**config.mk**
```make
export PLATFORM = sky130hd
export DESIGN_NAME = fpu_io_framer_flat
export DESIGN_NICKNAME = d
export VERILOG_FILES = /design/src/rtl/fpu_io_framer_if.sv /design/src/rtl/fpu_io_framer.sv /design/src/flat_wrapper.sv
export SDC_FILE = /design/constraint.sdc
export NUM_CORES = 1
export LEC_CHECK = 0
export CAP_MARGIN = 0
export CORE_MARGIN = 4
export CORE_UTILIZATION = 53
export CTS_CLUSTER_SIZE = 20
export DETAILED_ROUTE_END_ITERATION = 10
export GPL_TIMING_DRIVEN = 0
export PLACE_DENSITY = 0.77
export SYNTH_ARGS = -nofsm -noshare
export SYNTH_HDL_FRONTEND = slang
export SYNTH_SLANG_ARGS = --single-unit
```
**constraint.sdc**
```tcl
create_clock -name clock -period 2.4 [get_ports clock]
set_input_delay 0.48 -clock clock [delete_from_list [all_inputs] [get_ports clock]]
set_output_delay 0.48 -clock clock [all_outputs]
set_load 0.03 [all_outputs]
```
**src/rtl/fpu_io_framer_if.sv**
```systemverilog
// Pin-side and core-side signal bundle of the FPU I/O framer.
// master = framer; slave = the surrounding pins/core (or a bench standing in for them).
interface fpu_io_framer_if;
  logic [11:0] io_in;
  logic [11:0] io_out;
  logic        core_valid;
  logic        core_ready;
  logic [3:0]  core_op;
  logic [15:0] core_a;
  logic [15:0] core_b;
  logic        core_done;
  logic [15:0] core_result;
  logic [4:0]  core_flags;

  modport master (
    input  io_in, core_ready, core_done, core_result, core_flags,
    output io_out, core_valid, core_op, core_a, core_b
  );

  modport slave (
    output io_in, core_ready, core_done, core_result, core_flags,
    input  io_out, core_valid, core_op, core_a, core_b
  );
endinterface

```
**src/rtl/fpu_io_framer.sv**
```systemverilog
// Tagged-byte pin framer for the half-precision FPU: builds operands/opcode, issues one core request,
// returns result as three tagged beats (first beat after the done edge); request held until accepted, pins ignored while busy.
module fpu_io_framer #(
  parameter int TIMEOUT = 255
) (
  input  logic            clock,
  input  logic            reset,
  fpu_io_framer_if.master bus
);

  typedef enum logic [2:0] {IDLE, ISSUE, WAIT, OUT_HI, OUT_LO, OUT_ST} state_t;

  localparam logic [1:0] TAG_IDLE = 2'b00;
  localparam logic [1:0] TAG_A    = 2'b01;
  localparam logic [1:0] TAG_B    = 2'b10;
  localparam logic [1:0] TAG_CMD  = 2'b11;
  localparam logic [7:0] TIMEOUT_LAST = 8'(TIMEOUT - 1);

  state_t      state;
  logic [15:0] a_dat, b_dat;
  logic        a_lo, a_full, b_lo, b_full;
  logic [1:0]  prev_tag;
  logic [7:0]  wait_cnt;
  logic [7:0]  res_lo, status;

  logic [1:0]  in_tag;
  logic [7:0]  in_val;
  logic        take_beats;
  logic        cmd_vld;
  logic        unused_pins;

  assign in_tag      = bus.io_in[1:0];
  assign in_val      = bus.io_in[9:2];
  assign unused_pins = ^bus.io_in[11:10];

  // The edge that leaves OUT_ST already behaves as idle, so a new beat can land right after the status beat.
  assign take_beats = (state == IDLE) || (state == OUT_ST);
  assign cmd_vld    = take_beats && (in_tag == TAG_CMD) && (prev_tag != TAG_CMD);

  function automatic logic [11:0] beat(input logic [1:0] tag, input logic [7:0] val);
    return {1'b0, 1'b1, val, tag};
  endfunction

  always_ff @(posedge clock or negedge reset) begin
    if (!reset) begin
      state          <= IDLE;
      a_dat          <= '0;
      b_dat          <= '0;
      a_lo           <= 1'b0;
      a_full         <= 1'b0;
      b_lo           <= 1'b0;
      b_full         <= 1'b0;
      prev_tag       <= TAG_CMD;
      wait_cnt       <= '0;
      res_lo         <= '0;
      status         <= '0;
      bus.io_out     <= '0;
      bus.core_valid <= 1'b0;
      bus.core_op    <= '0;
      bus.core_a     <= '0;
      bus.core_b     <= '0;
    end else begin
      prev_tag <= in_tag;

      if (take_beats) begin
        case (in_tag)
          TAG_A: begin
            if (a_lo) begin
              a_dat[7:0] <= in_val;
              a_full     <= 1'b1;
              a_lo       <= 1'b0;
            end else begin
              a_dat[15:8] <= in_val;
              a_full      <= 1'b0;
              a_lo        <= 1'b1;
            end
          end
          TAG_B: begin
            if (b_lo) begin
              b_dat[7:0] <= in_val;
              b_full     <= 1'b1;
              b_lo       <= 1'b0;
            end else begin
              b_dat[15:8] <= in_val;
              b_full      <= 1'b0;
              b_lo        <= 1'b1;
            end
          end
          TAG_CMD: begin
            if (prev_tag != TAG_CMD) begin
              a_lo <= 1'b0;
              b_lo <= 1'b0;
            end
          end
          default: ;
        endcase
      end

      case (state)
        IDLE, OUT_ST: begin
          state      <= IDLE;
          bus.io_out <= '0;
          if (cmd_vld) begin
            if (a_full && b_full) begin
              state          <= ISSUE;
              bus.core_valid <= 1'b1;
              bus.core_op    <= in_val[3:0];
              bus.core_a     <= a_dat;
              bus.core_b     <= b_dat;
              bus.io_out     <= beat(TAG_IDLE, 8'h00);
            end else begin
              // Missing operand: answer with a quiet NaN instead of bothering the core.
              state      <= OUT_HI;
              res_lo     <= 8'h00;
              status     <= 8'h80;
              bus.io_out <= beat(TAG_A, 8'h7E);
            end
          end
        end
        ISSUE: begin
          if (bus.core_ready) begin
            bus.core_valid <= 1'b0;
            wait_cnt       <= '0;
            state          <= WAIT;
          end
        end
        WAIT: begin
          if (bus.core_done) begin
            res_lo     <= bus.core_result[7:0];
            status     <= {3'b000, bus.core_flags};
            bus.io_out <= beat(TAG_A, bus.core_result[15:8]);
            state      <= OUT_HI;
          end else if (wait_cnt == TIMEOUT_LAST) begin
            res_lo     <= 8'h00;
            status     <= 8'h40;
            bus.io_out <= beat(TAG_A, 8'h7E);
            state      <= OUT_HI;
          end else begin
            wait_cnt <= wait_cnt + 8'd1;
          end
        end
        OUT_HI: begin
          bus.io_out <= beat(TAG_B, res_lo);
          state      <= OUT_LO;
        end
        OUT_LO: begin
          bus.io_out <= beat(TAG_CMD, status);
          state      <= OUT_ST;
        end
        default: begin
          bus.io_out <= '0;
          state      <= IDLE;
        end
      endcase
    end
  end

endmodule

```
**src/flat_wrapper.sv**
```systemverilog
// flat-port wrapper written by rule: the top's interface ports become plain ports
module fpu_io_framer_flat 
#(
  parameter int TIMEOUT = 255
)
  (clock, reset, bus_io_in, bus_core_ready, bus_core_done, bus_core_result, bus_core_flags, bus_io_out, bus_core_valid, bus_core_op, bus_core_a, bus_core_b);
  fpu_io_framer_if bus_i ();
  input  logic clock;
  input  logic reset;
  input wire logic [$bits(bus_i.io_in)-1:0] bus_io_in;
  input wire logic [$bits(bus_i.core_ready)-1:0] bus_core_ready;
  input wire logic [$bits(bus_i.core_done)-1:0] bus_core_done;
  input wire logic [$bits(bus_i.core_result)-1:0] bus_core_result;
  input wire logic [$bits(bus_i.core_flags)-1:0] bus_core_flags;
  output wire logic [$bits(bus_i.io_out)-1:0] bus_io_out;
  output wire logic [$bits(bus_i.core_valid)-1:0] bus_core_valid;
  output wire logic [$bits(bus_i.core_op)-1:0] bus_core_op;
  output wire logic [$bits(bus_i.core_a)-1:0] bus_core_a;
  output wire logic [$bits(bus_i.core_b)-1:0] bus_core_b;
  assign bus_i.io_in = bus_io_in;
  assign bus_i.core_ready = bus_core_ready;
  assign bus_i.core_done = bus_core_done;
  assign bus_i.core_result = bus_core_result;
  assign bus_i.core_flags = bus_core_flags;
  assign bus_io_out = bus_i.io_out;
  assign bus_core_valid = bus_i.core_valid;
  assign bus_core_op = bus_i.core_op;
  assign bus_core_a = bus_i.core_a;
  assign bus_core_b = bus_i.core_b;
  fpu_io_framer #(.TIMEOUT(TIMEOUT)) u_core (.clock(clock), .reset(reset), .bus(bus_i));
endmodule
```
======== Word-level counts from Yosys, hierarchy flattened ========
Index checks and enable logic that the tools add are counted.
word-level totals
  logic and storage cells ................. 101
  bits of input ports ..................... 37
  register bits after elaboration ......... 114
  output and inout port bits .............. 49
cells by class
  eq/ne operators ......................... 18
  multiplexer cells ....................... 36
  reduce and logical (&&, ||, !) cells .... 25
  add/subtract/negate cells ............... 1
  bitwise gates (word level) .............. 3
operators by type and width
  kind                                                   count
  2-to-1 mux 8 bit                                       11
  one-hot mux 12 bit (5 select lines)                    1
  one-hot mux 8 bit (2 select lines)                     3
  2-to-1 mux 12 bit                                      3
  AND reduction 3 bit                                    7
  one-hot mux 3 bit (5 select lines)                     1
  2-to-1 mux 3 bit                                       4
  inequality test 2 bit, second input constant           6
  AND reduction 4 bit                                    3
  nonzero test 2 bit                                     5
  2-to-1 mux 9 bit                                       1
  adder 8 x 1 -> 8 bit, second input constant            1
  == test 8 bit, second input constant                   1
  2-to-1 mux 1 bit                                       8
  AND reduction 2 bit                                    4
  == test 3 x 2 -> 1 bit, second input constant          2
  == test 3 bit, second input constant                   2
  one-hot mux 1 bit (2 select lines)                     3
  == test 2 bit, second input constant                   2
  inequality test 2 x 1 -> 1 bit, second input constant  2
  == test 3 x 1 -> 1 bit, second input constant          1
  logical AND 1 bit                                      3
  zero test 3 bit                                        1
  inequality test 3 x 2 -> 1 bit, second input constant  1
  5 further kinds                                        7

======== Depth between registers and ports, before layout ========
Gate-level depths: netlist of run 1.
  word-level depth ........................ 6
  mapped depth ............................ 7
  gate-level depth less buffers ........... 6

======== Worst setup path after synthesis of run 1 ========
No wires, ideal clock.
  path kind ............................... register to register
  start ................................... reg u_core.wait_cnt[0]
  end ..................................... reg u_core.res_lo[3]
  setup time .............................. 121 ps
  cell stages (with the launch flop) ...... 8
  arrival ................................. 1642 ps
  data required time ...................... 2279 ps
  clock period less this slack ............ 1763 ps
  setup slack ............................. 637 ps
  buffers on the path ..................... 1
  path through ............................ dfrtp_1 inv_1 ha_1 nand3_1 o21a_1 a211o_4 buf_6 a22o_1
between the ends
  word-level cells in the longest chain between the ends .. 3
RTL lines
  element                                          RTL line              source
  start, declared                                  fpu_io_framer.sv:23   logic [7:0] wait_cnt;
  start signal, assigned                           fpu_io_framer.sv:139  wait_cnt <= wait_cnt + 8'd1;
  == test 8 bit                                    fpu_io_framer.sv:133  end else if (wait_cnt == TIMEOUT_LAST) begin
  inequality test 3 x 2 -> 1 bit (no source line)  n/a
  AND reduction 4 bit (no source line)             n/a
  end signal, assigned                             fpu_io_framer.sv:129  res_lo <= bus.core_result[7:0];
  end, declared                                    fpu_io_framer.sv:24   logic [7:0] res_lo, status;
Every way passes these cells.
A chain may end at the register's enable or synchronous reset.

======== Final worst setup path of run 1 ========
  start ................................... in bus_io_in[1]
  end ..................................... reg u_core.bus.io_out[0]
between the ends
  word-level cells in the longest chain between the ends .. 5
RTL lines
  element                              RTL line                source
  start, declared                      flat_wrapper.sv:10      input wire logic [$bits(bus_i.io_in)-1:0] bus_io_in;
  == test 2 bit                        fpu_io_framer.sv:38     assign cmd_vld = take_beats && (in_tag == TAG_CMD) && (prev_tag != TAG_CMD);
  logical AND 1 bit (2 in a row)       fpu_io_framer.sv:38
  2-to-1 mux 12 bit                    fpu_io_framer.sv:103    if (cmd_vld) begin
  one-hot mux 12 bit (5 select lines)  fpu_io_framer.sv:99     case (state)
  end signal, assigned                 fpu_io_framer.sv:110    bus.io_out <= beat(TAG_IDLE, 8'h00);
  end signal, assigned                 fpu_io_framer.sv:116    bus.io_out <= beat(TAG_A, 8'h7E);
  end signal, assigned                 fpu_io_framer.sv:131    bus.io_out <= beat(TAG_A, bus.core_result[15:8]);
  end, declared                        fpu_io_framer_if.sv:17  output io_out, core_valid, core_op, core_a, core_b
Every way passes these cells.

==> results of run 1 <==
==> cell type report <==
cell class	count	area, um2
inverters	8	30.03
multi-input cells	223	1973
well taps	108	135.1
plain buffers	20	138.9
flip-flops and latches	112	2805
repair buffers	83	845.8
clock inverters	5	51.30
fillers	636	2780
clock buffers	11	131.4
==> routing by layer <==
layer  vias up  GRT usage [%]  wire (um)
li1       1521              -          -
met5         -              0          0
met2        72          30.54       4748
met1      1587          25.77       4669
met4         0          6.560        149
met3        14          4.069        428
==> placed cells by master (no fill, tap or decap), drive strengths merged, types with 11 or more instances in the layout <==
cell / count
dfrtp: 110
clkdlybuf4s50: 81
mux2: 68
a22o: 18
buf: 18
nand2: 15
o21ai: 15
clkbuf: 15
nand3: 14
nor2: 11
inv: 11
==> registers in the layout, indices dropped and copies added, names as in the netlist <==
register / flops
u_core.bus.core_a: 16
u_core.a_lo: 1
u_core.bus.core_valid: 1
u_core.b_lo: 1
u_core.b_dat: 16
u_core.a_dat: 16
u_core.wait_cnt: 8
u_core.a_full: 1
u_core.bus.core_op: 4
u_core.bus.io_out: 11
u_core.res_lo: 8
u_core.state: 3
u_core.prev_tag: 2
u_core.status: 7
u_core.bus.core_b: 16
u_core.b_full: 1
==> per-stage QoR <==
stage | power, mW | instances | utilization [%] | worst slack, ns | setup TNS, ns
6_report | 7.422 | 570 | 68.73 | 0.2225 | 0
5_1_grt | 7.851 | 570 | 68.73 | 0.02462 | 0
4_1_cts | 7.490 | 570 | 68.73 | 0.2768 | 0
3_5_place_dp | 6.436 | 554 | 66.68 | -0.1158 | -0.7968
3_3_place_gp | 6.309 | 553 | 66.39 | -3.250 | -361.09
2_1_floorplan | 5.253 | 363 | - | 0.6367 | 0
==> power groups by stage <==
| stage | clock network [mW] | registers (mW) | logic (mW) |
|---|---|---|---|
| detailed placement | 0 | 3.09 | 3.34 |
| floorplan | 0 | 3.58 | 1.67 |
| global placement | 0 | 3.06 | 3.25 |
| finish | 1.05 | 3.06 | 3.31 |
| global route | 1.15 | 3.16 | 3.55 |
| CTS | 1.08 | 3.06 | 3.35 |
==> cell families after synthesis <==
family	Yosys count	synth area share (%)
simple gates	72	8.498
xor+xnor	3	0.5312
other cells	1	0.07580
buf+inv	28	3.414
compound gates	75	12.11
mux	70	18.16
fa+ha+maj	2	0.5057
flops	112	56.70
==> worst max-delay path: stages <==
cell and delay [ns]:
clkdlybuf4s50_1 0.63, nand2_1 0.19, nor3_1 0.59, nor3_1 0.10, a2111oi_0 0.41
==> how the worst max path moves through the flow <==
stage / startpoint / slack, ns / to
finish: bus_io_in[1] / 0.22 / u_core.bus.io_out[0]$_DFFE_PN0P_
global route: bus_io_in[0] / 0.02 / u_core.bus.io_out[0]$_DFFE_PN0P_
CTS: bus_io_in[0] / 0.28 / u_core.bus.io_out[0]$_DFFE_PN0P_
detailed placement: bus_io_in[0] / -0.12 / u_core.bus.io_out[0]$_DFFE_PN0P_
global placement: reset / -3.25 / u_core.bus.io_out[5]$_DFFE_PN0P_
floorplan: u_core.wait_cnt[0]$_DFFE_PN0P_ / 0.64 / u_core.res_lo[3]$_DFFE_PN0P_
==> results_dict.tcl, run 1 <==
set metrics [dict create \
    drc_errors 0 \
    cts.sinks 112 \
    yosys-top-cells-count "dfrtp_1, mux2_2, mux2_4, a22o_1, nand2_1" \
    intPower_mw 4.657 \
    overflow 0 \
    max_cap_viol_count 0 \
    fmax_ghz 0.4592 \
    fin_crit_sh_pct 90.73 \
    p_per_area_nw_per_um2 1215 \
    rsz0062_at_grt "no" \
    grt_pass1_wl_um 16660 \
    hpwl_um 7258 \
    startpoint_type "input port" \
    first_global_vias 3353 \
    async_flop_share_pct 100.0 \
    tightest_slew_ns 0.6586 \
    synth_cells 363 \
    synth_area_leaders "dfrtp_1, mux2_4, mux2_2" \
    ys_seq_area_share_pct 56.70 \
    drt_iter0_markers 183 \
    ant_nets 0 \
    synth-main-ff-cell "dfrtp_1" \
    wl_per_cell_um 17.54 \
    placed_cell_area_um2 5928 \
    antenna_found_initial 0 \
    insertion_delay_ns 0.37 \
    r2r_end "u_core.status[2]$_DFFE_PN0P_" \
    status "finished, final reports clean" \
    r2r_cells 6 \
    grt_start_max_net_pins 66 \
    r2r_start "u_core.state[0]$_DFFE_PN0P_" \
    io_buffers 82 \
    core_um2 8891 \
    cts-hold-fix-buffers 0 \
    cts_buffers 9 \
    fin_hold_ws_ns 0.1107 \
    crit_path_end_kind "flop" \
    synth_fp_nets 402 \
    fp-row-count 34 \
    vias 3194 \
    combPwrFrac_pct 44.6 \
    nNetsFinal 496 \
    cts_root_buffer "clkbuf_8" \
    pwr-share-clk_pct 14.1 \
    ff2ff_setup_slack_ns 0.44 \
    vias_per_cell 5.604 \
    synth-seq-cells 112 \
    hold_viol 0 \
    crit_fanout 9 \
    synth_top_cell_by_area "dfrtp_1" \
    critical_path_class "in2reg" \
    synth_edf_count 0 \
    switching_share_pct 37.26 \
    clkTransAtPathRegs_ns 0.11 \
    ios 86 \
    cts_max_level 3 \
    gp_congestion 0.8243 \
    setup_viol 0 \
    post_cts_buffers 0 \
    grt_usage_pct 18.96 \
    yosysWarnings 0 \
    cp.arrival_ns 2.41 \
    max_slew_margin_pct 55.76 \
    post-route-min-period_ns 2.178 \
    clock_skew_ns 0.009549 \
    totalWireLength_um 9996 \
    maxSlewViolCount 0 \
    drive_gt1_share_pct 24.24 \
    peakVddDrop_uv 634.8 \
    cts_tree "done" \
    stdcell_area_um2 6111 \
    die_w_um 104.6 \
    die_h_um 104.6 \
    drt_first_pass_iters 4 \
    initial_core_util_pct 55.64 \
    diodes 0 \
    syn-cell-area_um2 4947 \
    syn_area_per_cell_um2 13.63 \
    crit_required_ns 2.63 \
    yosysMostFrequentCell "dfrtp_1" \
    cts_resized 0 \
    area_delta_synth_final_pct 23.52 \
    p_leak_nw 2.853 \
    seqPwrFrac_pct 41.2 \
    synth.top_cell.area_share_pct 55.64 \
    min_path_type "in2async" \
    dieArea_um2 10940 \
    clock_path_buffers 2 \
    p_sw_mw 2.766 \
    synth.distinct_cells 54 \
]
Note: power is estimated with default switching activity, not from simulation.
==> inputs of run 2 (changes only) <==
--- a/config.mk
+++ b/config.mk
@@ -6,7 +6,6 @@
 export NUM_CORES = 1
 export LEC_CHECK = 0
 export CAP_MARGIN = 0
-export CORE_MARGIN = 4
 export CORE_UTILIZATION = 53
 export CTS_CLUSTER_SIZE = 20
 export DETAILED_ROUTE_END_ITERATION = 10
==> run 2 against run 1 <==
Clock skew fell by 0.0016 ns. Fmax is 0.32% higher. Wire length is 0.19% lower. Via count up 2.0%. Utilization is 0.23 points higher. Die area is 11% lower. Largest cell class unchanged. Highest routed layer unchanged.
==> results_dict.tcl, run 2 (synthesis gave the netlist of run 1 again) <==
set metrics [dict create \
    status "finished, final reports clean" \
    min_path_type "in2async" \
    drt_iter0_markers 134 \
    startpoint_type "input port" \
    first_global_vias 3344 \
    overflow 0 \
    wl_per_cell_um 17.53 \
    p_leak_nw 2.865 \
    io_buffers 82 \
    cts_buffers 9 \
    cts_tree "done" \
    crit_path_frequent_cell "nor3_1" \
    grt_start_max_net_pins 59 \
    gp_congestion 0.8112 \
    die_w_um 98.62 \
    grt_usage_pct 22.14 \
    vias 3257 \
    cp.arrival_ns 2.41 \
    critical_path_class "in2reg" \
    crit_path_cell_trace "clkdlybuf4s50_1 -> nand2_1 -> nor3_1 -> nor3_1 -> a2111oi_0" \
    ant_nets 0 \
    clock_path_buffers 2 \
    layout_commonest_cell "dfrtp_1" \
    cts-hold-fix-buffers 0 \
    hold_viol 0 \
    seq_area_um2 2805 \
    diodes 0 \
    ff2ff_setup_slack_ns 0.43 \
    fmax_ghz 0.4607 \
    r2r_cells 7 \
    drc_errors 0 \
    multi_input_area_um2 1973 \
    cts_root_buffer "clkbuf_8" \
    hpwl_um 6982 \
    clkTransAtPathRegs_ns 0.10 \
    pre_cts_ws_ns -0.08378 \
    grt_pass1_wl_um 16600 \
    fp-row-count 34 \
    dieArea_um2 9725 \
    core_um2 8891 \
    insertion_delay_ns 0.37 \
    fill_cells 654 \
    final_cell_mix "dfrtp_1, clkdlybuf4s50_1, mux2_2" \
    p_per_area_nw_per_um2 1229 \
    vias_per_cell 5.724 \
    initial_core_util_pct 55.64 \
    clock_skew_ns 0.007966 \
    fin_crit_sh_pct 90.44 \
    r2r_start "u_core.state[2]$_DFFE_PN0P_" \
    totalWireLength_um 9977 \
    rsz0062_at_grt "no" \
    path_delay_family "simple AND/OR/NAND/NOR gates" \
    max_cap_viol_count 0 \
    peakVddDrop_uv 551.6 \
    setup_slack_ns 0.2294 \
    cts_max_level 3 \
    maxSlewViolCount 0 \
    area_delta_synth_final_pct 23.93 \
    total_power_mw 7.533 \
    tightest_slew_ns 0.7240 \
    antenna_found_initial 0 \
    drive_gt1_share_pct 24.51 \
    cp_num_buf_inv 1 \
    setup_viol 0 \
    nNetsFinal 496 \
    crit_fanout 9 \
    slowest_stage "clkdlybuf4s50_1" \
    drt_first_pass_iters 4 \
    slowest_delay_ns 0.65 \
    die_h_um 98.62 \
    crit_path_end_kind "flop" \
    r2r_end "u_core.bus.core_op[3]$_DFFE_PN0P_" \
    post_cts_buffers 0 \
    post-route-min-period_ns 2.171 \
    crit_required_ns 2.64 \
    cts_resized 0 \
    ios 86 \
    cts.sinks 112 \
    max_slew_margin_pct 51.73 \
]
-- run 2: layer usage --
metal	vias to the layer above	global-route usage [%]	routed length, um
li1	1509	-	-
met1	1648	29.90	4567
met2	87	36.29	4875
met3	13	5.248	404
met4	0	5.741	130
met5	-	0	0
-- run 2: worst max-delay path by stage --
stage | start | end | slack, ns | depth (start not counted)
2_1_floorplan | u_core.wait_cnt[0]$_DFFE_PN0P_ | u_core.res_lo[3]$_DFFE_PN0P_ | 0.64 | 7
3_3_place_gp | reset | u_core.wait_cnt[3]$_DFFE_PN0P_ | -3.29 | 1
3_5_place_dp | bus_io_in[0] | u_core.bus.io_out[0]$_DFFE_PN0P_ | -0.08 | 5
4_1_cts | bus_io_in[0] | u_core.bus.io_out[0]$_DFFE_PN0P_ | 0.29 | 5
5_1_grt | bus_io_in[0] | u_core.bus.io_out[0]$_DFFE_PN0P_ | 0.14 | 5
6_report | bus_io_in[0] | u_core.bus.io_out[0]$_DFFE_PN0P_ | 0.23 | 5
-- run 2: metrics by stage --
| stage | setup TNS (ns) | instances | utilization [%] | area, um2 | hold WS (ns) |
|---|---|---|---|---|---|
| 2_1_floorplan | 0 | 363 | - | 4947 | 0.1844 |
| 3_3_place_gp | -366.42 | 553 | 66.39 | 5903 | 0.4673 |
| 3_5_place_dp | -1.683 | 554 | 66.68 | 5928 | 0.4815 |
| 4_1_cts | 0 | 569 | 68.96 | 6131 | 0.1759 |
| 5_1_grt | 0 | 569 | 68.96 | 6131 | 0.1964 |
| 6_report | 0 | 569 | 68.96 | 6131 | 0.1597 |
-- run 2: final cells by class --
| cell class | instances | share of cell area, % |
|---|---|---|
| clock inverter | 5 | 1.061 |
| multi-input combinational | 223 | 32.18 |
| tap | 108 | 2.204 |
| inverter | 8 | 0.4898 |
| clock buffer | 10 | 2.245 |
| buffer | 20 | 2.265 |
| timing repair buffer | 83 | 13.80 |
| sequential | 112 | 45.76 |
-- run 2: power breakdown --
group | internal, mW | total, mW | switching, mW
combinational | 1.63 | 3.32 | 1.69
sequential | 2.63 | 3.06 | 0.434
clock | 0.517 | 1.15 | 0.631
total | 4.77 | 7.53 | 2.76
==> inputs of run 3 (changes only) <==
--- a/config.mk
+++ b/config.mk
@@ -14,3 +14,4 @@
 export SYNTH_ARGS = -nofsm -noshare
 export SYNTH_HDL_FRONTEND = slang
 export SYNTH_SLANG_ARGS = --single-unit
+export TNS_END_PERCENT = 100
==> results of run 3 <==
No change in the layout: final DEF, timing and power equal those of run 2.
